==> config.mk <==
export PLATFORM = sky130hd
export DESIGN_NAME = id_exe_stage_reg
export DESIGN_NICKNAME = d
export VERILOG_FILES = /design/src/rtl/id_exe_stage_reg_pkg.sv /design/src/rtl/id_exe_stage_reg_pipe_reg.sv /design/src/rtl/id_exe_stage_reg.sv
export SDC_FILE = /design/constraint.sdc
export NUM_CORES = 1
export LEC_CHECK = 0
export BUFFER_PORTS_ARGS = -buffer_cell sky130_fd_sc_hd__buf_2
export CORE_AREA = 2 2 130 132
export CTS_CLUSTER_DIAMETER = 150
export CTS_CLUSTER_SIZE = 10
export DETAILED_ROUTE_END_ITERATION = 10
export DIE_AREA = 0 0 132 134
export PLACE_DENSITY = 0.72
export SYNTH_ARGS = -nofsm -noshare
export SYNTH_HDL_FRONTEND = slang
export SYNTH_SLANG_ARGS = --single-unit
==> constraint.sdc <==
create_clock -name clk -period 2.1 [get_ports clk]
set_input_delay 0.105 -clock clk [delete_from_list [all_inputs] [get_ports clk]]
set_output_delay 0.105 -clock clk [all_outputs]
set_load 0.01 [all_outputs]
==> src/rtl/id_exe_stage_reg_pkg.sv <==
// Shared width constants for the ID/EXE pipeline register, plus the
// saturating increment used by the flush-bubble counter.
package id_exe_stage_reg_pkg;

  localparam int WORD_WIDTH            = 32;
  localparam int SHIFTER_OPERAND_WIDTH = 12;
  localparam int REG_ADDR_WIDTH        = 4;
  localparam int EXE_CMD_WIDTH         = 4;
  localparam int STATUS_WIDTH          = 4;
  localparam int FLUSH_CNT_WIDTH       = 16;
  localparam int SIGNED_IMM_WIDTH      = 24;

  typedef logic [FLUSH_CNT_WIDTH-1:0] flush_cnt_t;

  // Count up by one, sticking at all-ones instead of wrapping to zero.
  function automatic flush_cnt_t sat_inc(input flush_cnt_t cnt);
    return (cnt == '1) ? cnt : cnt + flush_cnt_t'(1);
  endfunction

endpackage

==> src/rtl/id_exe_stage_reg_pipe_reg.sv <==
// Generic pipeline register: async active-low reset, synchronous clear
// (turns the stage into a bubble) taking priority over enable (hold).
module id_exe_stage_reg_pipe_reg #(
  parameter int WIDTH = 8
) (
  input  logic             clk,
  input  logic             rst,
  input  logic             clr,
  input  logic             en,
  input  logic [WIDTH-1:0] d,
  output logic [WIDTH-1:0] q
);

  logic [WIDTH-1:0] data_q;

  // Register with clear > enable priority; holds when neither is active.
  always_ff @(posedge clk or negedge rst) begin
    // NOTE: sequential state uses non-blocking (<=) so every flop samples
    // pre-edge values, independent of the order blocks are evaluated.
    if (!rst) begin
      data_q <= '0;
    end else if (clr) begin
      data_q <= '0;
    end else if (en) begin
      data_q <= d;
    end
  end

  assign q = data_q;

endmodule

==> src/rtl/id_exe_stage_reg.sv <==
// ID/EXE pipeline register of the 5-stage ARM core. Captures the decoded
// instruction each cycle, holds it under stall, and replaces it with an
// all-zero bubble under flush or when decode has no valid instruction.
module id_exe_stage_reg
  import id_exe_stage_reg_pkg::STATUS_WIDTH;
  import id_exe_stage_reg_pkg::FLUSH_CNT_WIDTH;
  import id_exe_stage_reg_pkg::SIGNED_IMM_WIDTH;
  import id_exe_stage_reg_pkg::flush_cnt_t;
  import id_exe_stage_reg_pkg::sat_inc;
#(
  parameter int WORD_WIDTH            = id_exe_stage_reg_pkg::WORD_WIDTH,
  parameter int SHIFTER_OPERAND_WIDTH = id_exe_stage_reg_pkg::SHIFTER_OPERAND_WIDTH,
  parameter int REG_ADDR_WIDTH        = id_exe_stage_reg_pkg::REG_ADDR_WIDTH,
  parameter int EXE_CMD_WIDTH         = id_exe_stage_reg_pkg::EXE_CMD_WIDTH
) (
  input  logic                             clk,
  input  logic                             rst,
  input  logic                             stall,
  input  logic                             flush,
  input  logic                             id_valid,
  input  logic [WORD_WIDTH-1:0]            id_pc,
  input  logic [EXE_CMD_WIDTH-1:0]         id_exe_cmd,
  input  logic                             id_wb_en,
  input  logic                             id_mem_r_en,
  input  logic                             id_mem_w_en,
  input  logic                             id_b,
  input  logic                             id_s,
  input  logic                             id_imm,
  input  logic [SHIFTER_OPERAND_WIDTH-1:0] id_shifter_operand,
  input  logic [SIGNED_IMM_WIDTH-1:0]      id_signed_imm_24,
  input  logic [WORD_WIDTH-1:0]            id_val_rn,
  input  logic [WORD_WIDTH-1:0]            id_val_rm,
  input  logic [REG_ADDR_WIDTH-1:0]        id_dest,
  input  logic [REG_ADDR_WIDTH-1:0]        id_src1,
  input  logic [REG_ADDR_WIDTH-1:0]        id_src2,
  input  logic [STATUS_WIDTH-1:0]          id_status,
  output logic                             exe_valid,
  output logic [WORD_WIDTH-1:0]            exe_pc,
  output logic [EXE_CMD_WIDTH-1:0]         exe_exe_cmd,
  output logic                             exe_wb_en,
  output logic                             exe_mem_r_en,
  output logic                             exe_mem_w_en,
  output logic                             exe_b,
  output logic                             exe_s,
  output logic                             exe_imm,
  output logic [SHIFTER_OPERAND_WIDTH-1:0] exe_shifter_operand,
  output logic [SIGNED_IMM_WIDTH-1:0]      exe_signed_imm_24,
  output logic [WORD_WIDTH-1:0]            exe_val_rn,
  output logic [WORD_WIDTH-1:0]            exe_val_rm,
  output logic [REG_ADDR_WIDTH-1:0]        exe_dest,
  output logic [REG_ADDR_WIDTH-1:0]        exe_src1,
  output logic [REG_ADDR_WIDTH-1:0]        exe_src2,
  output logic [STATUS_WIDTH-1:0]          exe_status,
  output logic                             exe_is_for_memory,
  output logic [FLUSH_CNT_WIDTH-1:0]       flush_count
);

  // Eight single-bit flags plus the ALU command and NZCV status.
  localparam int CTRL_W = 8 + EXE_CMD_WIDTH + STATUS_WIDTH;
  localparam int DATA_W = 3 * WORD_WIDTH + SHIFTER_OPERAND_WIDTH
                        + SIGNED_IMM_WIDTH + 3 * REG_ADDR_WIDTH;

  logic              stage_clr;
  logic              stage_en;
  logic [CTRL_W-1:0] ctrl_d, ctrl_q;
  logic [DATA_W-1:0] data_d, data_q;
  flush_cnt_t        flush_count_d, flush_count_q;

  // A bubble is written on flush, or on a normal load of an invalid slot;
  // a stalled invalid slot must keep whatever the register already holds.
  assign stage_clr = flush | (~stall & ~id_valid);
  assign stage_en  = ~stall;

  assign ctrl_d = {id_valid, id_wb_en, id_mem_r_en, id_mem_w_en, id_b, id_s,
                   id_imm, id_mem_r_en | id_mem_w_en, id_exe_cmd, id_status};

  assign data_d = {id_pc, id_shifter_operand, id_signed_imm_24, id_val_rn,
                   id_val_rm, id_dest, id_src1, id_src2};

  id_exe_stage_reg_pipe_reg #(.WIDTH(CTRL_W)) u_ctrl_reg (
    .clk (clk),
    .rst (rst),
    .clr (stage_clr),
    .en  (stage_en),
    .d   (ctrl_d),
    .q   (ctrl_q)
  );

  id_exe_stage_reg_pipe_reg #(.WIDTH(DATA_W)) u_data_reg (
    .clk (clk),
    .rst (rst),
    .clr (stage_clr),
    .en  (stage_en),
    .d   (data_d),
    .q   (data_q)
  );

  assign {exe_valid, exe_wb_en, exe_mem_r_en, exe_mem_w_en, exe_b, exe_s,
          exe_imm, exe_is_for_memory, exe_exe_cmd, exe_status} = ctrl_q;

  assign {exe_pc, exe_shifter_operand, exe_signed_imm_24, exe_val_rn,
          exe_val_rm, exe_dest, exe_src1, exe_src2} = data_q;

  // Next flush count: bump on every flush (stall is irrelevant, flush wins).
  always_comb begin
    // NOTE: default assignment first so no path leaves the signal unassigned,
    // which would otherwise infer a latch.
    flush_count_d = flush_count_q;
    if (flush) begin
      flush_count_d = sat_inc(flush_count_q);
    end
  end

  // Flush counter register, cleared only by reset.
  always_ff @(posedge clk or negedge rst) begin
    if (!rst) begin
      flush_count_q <= '0;
    end else begin
      flush_count_q <= flush_count_d;
    end
  end

  assign flush_count = flush_count_q;

endmodule

; ---- Word level (Yosys, flattened, before mapping)
; Cells that the tools add are included.
[totals]
elab_cells = 17
register_bits = 176
[classes]
eq_ne = 2
n_reduce_logical = 1
n_addsub = 1
bitwise = 6
muxes = 4
[ops]
columns = cell, n
row1 = 2-to-1 mux 144 bit, 2
row2 = 2-to-1 mux 16 bit, 2
row3 = adder 16 x 1 -> 16 bit (second input constant), 1
row4 = equality test 16 bit (second input constant), 1
row5 = NOT 1 bit, 3
row6 = inequality test 2 x 1 -> 1 bit (second input constant), 1
row7 = OR 1 bit, 2
row8 = AND reduction 2 bit, 1
row9 = bitwise AND 1 bit, 1

; ---- Longest topological paths before layout
; Gate-level depths: netlist (run 1).
[depth]
word_depth = 4
depth_mapped = 7
mapped_depth_nobuf = 5

; ---- Hierarchy
; Synthesis (run 1) repeated with hierarchy kept, for this count alone.
[unflattened]
cells_unflattened = 591
area_unflattened_um2 = 7337.0
[by_module_without_submodules]
columns = module, seq_area_each_um2, n_inst, cells_each, area_each_um2
row1 = id_exe_stage_reg_pipe_reg (u_data_reg), 3603.5, 1, 464, 5800.6
row2 = id_exe_stage_reg, 400.4, 1, 75, 875.8
row3 = id_exe_stage_reg_pipe_reg (u_ctrl_reg), 400.4, 1, 52, 660.6

; ---- Worst setup path before layout (run 1)
; OpenSTA, ideal clock, no wires.
[synth_path]
path_kind = register -> register
startpoint = register flush_count_q[0] (netlist: flush_count[0])
endpoint = register flush_count_q[1] (netlist: flush_count[1])
path_buffers = 0
synth_period_minus_slack_ps = 1640
t_required_ps = 1972
path_stages_with_launch = 6
arrival_ps = 1512
slack_ps = 460
cell_sequence = dfrtp_1 ha_1 and2_1 nand4_4 o21ai_2 mux2_1
[synth_via]
elab_chain_len = 3
elab_cells_between_ends = 4
classes_between = add/sub (1) / eq/ne (1) / bitwise (1) / reduce/logical (1)
[synth_rtl]
columns = element, line
row1 = from (decl), id_exe_stage_reg.sv:67  ; flush_cnt_t flush_count_d, flush_count_q;
row2 = from (signal assigned), id_exe_stage_reg.sv:119  ; flush_count_q <= flush_count_d;
row3 = "parallel branches: the longest is 3 deep, another holds adder 16 x 1 -> 16 bit", n/a
; Parallel ways; which one is timed is not known.
; A chain may end at the register's enable or synchronous reset.

; ---- Final worst setup path (run 1)
; Ends and elaborated chain as after synthesis.

==> impl_metrics.env, run 1 <==
export IMPL_num_vias=5867
export IMPL_cts_root_buf="clkbuf_16"
export IMPL_syn_area_per_cell_um2=14.65
export IMPL_place_gp_congestion=0.7632
export IMPL_die_w_um=132
export IMPL_start_util_pct=39.49
export IMPL_fin_crit_ps=1719
export IMPL_die_area_mm2=0.01769
export IMPL_r2r_slack_ps=380
export IMPL_fin_crit_sh_pct=81.87
export IMPL_clk_pin_slew_worst_paths_ps=60
export IMPL_wire_per_inst_um=17.50
export IMPL_max_stage_delay_ps=410
export IMPL_numCtsBuffers=17
export IMPL_grt_pass1_vias=6051
export IMPL_status="finished, final reports clean"
export IMPL_yosysWarnings=0
export IMPL_power_density_mw_per_mm2=744.1
export IMPL_ys_seq_area_share_pct=68.47
export IMPL_crit_arrival_ps=2020
export IMPL_synthCells=439
export IMPL_vdd_drop_max_v=0.0006016
export IMPL_wl_um=20280
export IMPL_layout_drive_gt1_share_pct=40.89
export IMPL_fmax_ghz=0.5816
export IMPL_track_usage_pct=22.72
export IMPL_tritoncts="yes"
export IMPL_min_path_type="input port to flop"
export IMPL_coreArea_mm2=0.01629
export IMPL_rsz0062_at_grt="false"
export IMPL_synthesis_area_mm2=0.006432
export IMPL_die_height_um=134
export IMPL_setup_viol=0
export IMPL_clock_path_buffers=2
export IMPL_hold_viol=0
export IMPL_io_pins=339
export IMPL_start_kind="flop"
export IMPL_synth_seq_cells=176
export IMPL_cp_max_fo=8
export IMPL_setup_tns_final_ps=0
export IMPL_postCtsHoldBufs=160
export IMPL_cts_setup_buffers=0
export IMPL_portBuffers=338
export IMPL_drc=0
export IMPL_drv_slew=0
export IMPL_grt_max_degree=86
export IMPL_htree_num_levels=4
export IMPL_drt_pass1_iter_count=4
export IMPL_dpl_hpwl_um=12010
export IMPL_ant_nets=0
export IMPL_syn_nets=603
export IMPL_leakagePower_nw=5.686
export IMPL_slowest_stage="dfrtp_1"
export IMPL_nNetsFinal=1092
export IMPL_end_kind="flop"
export IMPL_worstSetupPathType="flop to flop"
export IMPL_grt_pass1_wl_um=31970
export IMPL_antenna_found_initial=0
export IMPL_crit_required_ps=2400
export IMPL_num_rows=47
export IMPL_clock_sink_count=176
export IMPL_maxCapViolations=0
export IMPL_cp_cell_sequence="ha_1 -> and2_1 -> nand4_4 -> o21ai_2 -> mux2_1"
export IMPL_insertion_delay_ps=410
export IMPL_tightest_slew_ps=479.7
export IMPL_antenna_cells=0
export IMPL_avgViaCountPerCell=5.062
export IMPL_relSlewSlack_pct=68.02
export IMPL_grt_ovfl_total=0
export IMPL_area_growth_pct=63.33
export IMPL_cts_resized=0
export IMPL_finClkSkew_ps=6.300
export IMPL_ys_types=31
export IMPL_drt_iter0_markers=360
export IMPL_power_mw=7.818
export IMPL_fillCellCount=1178
[cells in the final DEF (no fill, tap or decap), types with 2 or more instances in the layout]
master	netlist	final
buf_2	25	337
dfrtp_1	176	176
dlygate4sd3_1	0	160
a22o_1	158	158
clkbuf_16	0	17
nand2_1	9	9
nand3_1	8	8
xnor2_1	8	8
a21oi_1	7	7
nor2_1	5	5
buf_12	0	5
and2_1	3	3
and3_1	3	3
nand4_1	3	3
mux2_1	3	3
clkinv_2	0	3
clkinv_4	0	3
inv_6	0	3
buf_4	3	3
nand2b_1	2	2
mux2i_1	2	2
clkinvlp_4	0	2
[synthesized netlist by cell type (all sizes together)]
cell     instances  area, um2
o2111ai          1      8.760
and4             2      20.02
buf             28      147.6
nand2            9      33.78
ha               1      12.51
nor2             7      31.28
nand4            5      52.55
o21ai            2      13.76
dfrtp          176       4404
and2             3      18.77
mux2i            2      20.02
xor2             1      8.760
nor4             1      6.260
and3             4      26.28
or2              1      6.260
a22o           158       1384
mux2             3      33.78
a21oi            7      35.03
nor3             1      10.01
nand2b           2      12.51
xnor2            8      70.07
nand3            8      40.04
clkbuf           8      30.03
nor2b            1      6.260
[worst max-delay path, delay by kind of cell, from the launching register on]
kind,cells,cell delay [ps]
and+or+nand+nor,2,400
AOI/OAI and AO/OA,1,200
DFF,1,410
muxes,1,340
adders and majority gates,1,260
[state kept, by name, summed over array words and instances (netlist names)]
| register | flops |
|---|---|
| flush_count | 16 |
| u_ctrl_reg.q | 16 |
| u_data_reg.q | 144 |
[power by group]
| part | internal, mW | leakage [nW] | total (mW) | switching [mW] |
|---|---|---|---|---|
| registers | 3.57 | 2.39 | 3.74 | 0.167 |
| clock network | 1.63 | 0.263 | 2.92 | 1.29 |
| logic | 0.601 | 3.03 | 1.16 | 0.555 |
[metal layers]
| layer | share of wire (%) | global-route usage (%) | routed length [um] |
|---|---|---|---|
| met3 | 6.8 | 5.442 | 1372 |
| met2 | 51 | 38.98 | 10370 |
| met1 | 39 | 27.57 | 7945 |
| met4 | 2.9 | 9.601 | 593 |
| met5 | 0 | 0 | 0 |
[area by class of cell]
type                    count  area (um2)  share of cell area [%]
flip-flops and latches    176        4404                   41.92
repair buffers            506        3422                   32.57
multi-input cells         227        1863                   17.73
clock buffers              18       429.2                   4.085
well taps                 220       275.3                   2.620
clock inverters            12       112.6                   1.072
[per-stage QoR]
stage	setup slack [ps]	instances	instance area, um2	utilization, %	hold slack [ps]
after floorplan	459.9	439	6432	-	-190.6
after global placement	428.1	969	8363	51.34	52.23
after detailed placement	390.0	969	8363	51.34	52.86
after CTS	375.9	1159	10510	64.50	6.653
after global routing	265.2	1159	10510	64.50	35.29
final	380.7	1159	10510	64.50	28.32
[path summary, 6_finish.rpt]
kind,start,to,cells past startpoint
setup / recovery,flush_count[0],flush_count[1],5
hold / removal,id_valid,u_ctrl_reg.q[15],3
setup reg to reg,flush_count[0],flush_count[1],5
hold reg to reg,u_ctrl_reg.q[8],u_ctrl_reg.q[8],2
max in group asynchronous,rst,u_data_reg.q[105],3
min in group asynchronous,rst,flush_count[11],2
[cells by family after synthesis]
group	count (synthesis)	synth area share (%)
AND/OR/NAND/NOR	44	4.105
XOR/XNOR	9	1.226
buffers and inverters	36	2.762
flip-flops	176	68.47
AO/OA/AOI/OAI	168	22.41
adder cells (fa/ha/maj)	1	0.1945
multiplexers	5	0.8364
(Power assumes the default switching activity.)
==> inputs of run 2 (changes only) <==
clock period = 1.7 ns   (was 2.1 ns; I/O delays follow)
==> run 2 against run 1 <==
  * Final cell count up 0.60%
  * Total power rose by 28%
  * Non-clock buffer count increased by 5
  * Global-route usage grew 0.31 points
  * Combinational power is 29% higher
  * Critical endpoint unchanged
  * Critical path type unchanged
==> impl_metrics.env, run 2 (synthesis results as in run 1) <==
export IMPL_layout_drive_gt1_share_pct=41.54
export IMPL_clock_sink_count=176
export IMPL_drt_pass1_iter_count=4
export IMPL_num_rows=47
export IMPL_coreArea_mm2=0.01629
export IMPL_power_mw=9.998
export IMPL_wire_per_inst_um=17.84
export IMPL_setup_tns_final_ps=0
export IMPL_r2r_end="flush_count[1]"
export IMPL_drt_iter0_markers=337
export IMPL_fmax_ghz=0.6163
export IMPL_clk_pin_slew_worst_paths_ps=70
export IMPL_ant_nets=0
export IMPL_hold_ws_ps=85.72
export IMPL_drv_slew=0
export IMPL_layout_commonest_cell="buf_2"
export IMPL_io_pins=339
export IMPL_rsz0062_at_grt="false"
export IMPL_wl_um=20800
export IMPL_grt_pass1_wl_um=32310
export IMPL_place_gp_congestion=0.7620
export IMPL_antenna_found_initial=0
export IMPL_power_density_mw_per_mm2=939.3
export IMPL_die_area_mm2=0.01769
export IMPL_maxCapViolations=0
export IMPL_vdd_drop_max_v=0.0007365
export IMPL_tightest_slew_ps=412.5
export IMPL_area_growth_pct=65.47
export IMPL_layout_setup_ws_ps=77.38
export IMPL_nNetsFinal=1097
export IMPL_numCtsBuffers=17
export IMPL_placed_area_mm2=0.008411
export IMPL_worstSetupPathType="flop to flop"
export IMPL_crit_required_ps=2010
export IMPL_htree_num_levels=4
export IMPL_clock_path_buffers=2
export IMPL_avgViaCountPerCell=5.070
export IMPL_grt_pass1_vias=6038
export IMPL_min_path_type="input port to async pin"
export IMPL_grt_ovfl_total=0
export IMPL_reg2regPathDepth=5
export IMPL_end_kind="flop"
export IMPL_die_w_um=132
export IMPL_cts_root_buf="clkbuf_16"
export IMPL_fillCellCount=1141
export IMPL_fin_crit_sh_pct=95.45
export IMPL_dpl_worst_slack_ps=60.91
export IMPL_track_usage_pct=23.03
export IMPL_setup_viol=0
export IMPL_portBuffers=338
export IMPL_crit_arrival_ps=1930
export IMPL_multi_input_area_mm2=0.001878
export IMPL_hold_viol=0
export IMPL_antenna_cells=0
export IMPL_start_util_pct=39.49
export IMPL_relSlewSlack_pct=72.50
export IMPL_drc=0
export IMPL_status="finished, final reports clean"
export IMPL_r2r_slack_ps=80
export IMPL_layout_common_cells="337 x buf_2, 176 x dfrtp_1, 162 x dlygate4sd3_1, 158 x a22o_1, 17 x clkbuf_16"
export IMPL_insertion_delay_ps=420
export IMPL_fin_area_mm2=0.01064
export IMPL_seqCellArea_mm2=0.004404
export IMPL_worst_r2r_startpoint="flush_count[1]"
export IMPL_dpl_hpwl_um=12170
export IMPL_finClkSkew_ps=6.247
export IMPL_leakagePower_nw=5.743
export IMPL_grt_max_degree=88
export IMPL_fin_crit_ps=1623
export IMPL_die_height_um=134
export IMPL_cp_max_fo=5
export IMPL_largest_reg_flops=144
export IMPL_num_vias=5912
export IMPL_start_kind="flop"
export IMPL_tritoncts="yes"
export IMPL_cts_setup_buffers=0
## run 2: worst max-delay path by stage
| stage | from | to | slack [ps] | depth (start not counted) |
|---|---|---|---|---|
| 6_report | flush_count[1] | flush_count[1] | 80 | 5 |
| 5_1_grt | flush_count[1] | flush_count[1] | 5 | 5 |
| 2_1_floorplan | flush_count[0] | flush_count[1] | 60 | 5 |
| 3_5_place_dp | flush_count[1] | flush_count[1] | 60 | 5 |
| 3_3_place_gp | flush_count[1] | flush_count[1] | 90 | 5 |
| 4_1_cts | flush_count[1] | flush_count[1] | 50 | 5 |
## run 2: what timing repair did
action	CTS	global route
hold buffers	162	0
gates resized for setup	0	3
setup endpoints to repair	0	2
hold endpoints to repair	336	0
## run 2: per-stage QoR
| step | instances | utilization [%] |
|---|---|---|
| after floorplan | 439 | - |
| after global placement | 972 | 51.63 |
| after detailed placement | 972 | 51.63 |
| after CTS | 1166 | 65.25 |
| after global routing | 1166 | 65.34 |
| final | 1166 | 65.34 |
## run 2: area by class of cell
class                           count  area share [%]
Tap cell                          220           2.586
Timing Repair Buffer              511           32.78
Sequential cell                   176           41.38
Clock buffer                       17           3.997
Multi-Input combinational cell    227           17.64
Clock inverter                     15           1.610
## run 2: power by group
part | switching [mW] | total (mW) | internal [mW]
registers | 0.189 | 4.60 | 4.41
clock network | 1.79 | 3.89 | 2.10
logic | 0.718 | 1.50 | 0.787
## run 2: metal layers
layer	share of wire (%)	up-vias	track usage, %
met2	51	275	38.89
met3	7.2	42	6.916
met4	2.6	0	9.300
met5	0	-	0
li1	-	2671	-
met1	40	2924	27.75
## run 2: critical path, stage by stage, from the launching register on
cell,delay (ps)
dfrtp_1,390
ha_2,240
and2_1,210
nand4_4,150
o21ai_2,190
mux2_1,330
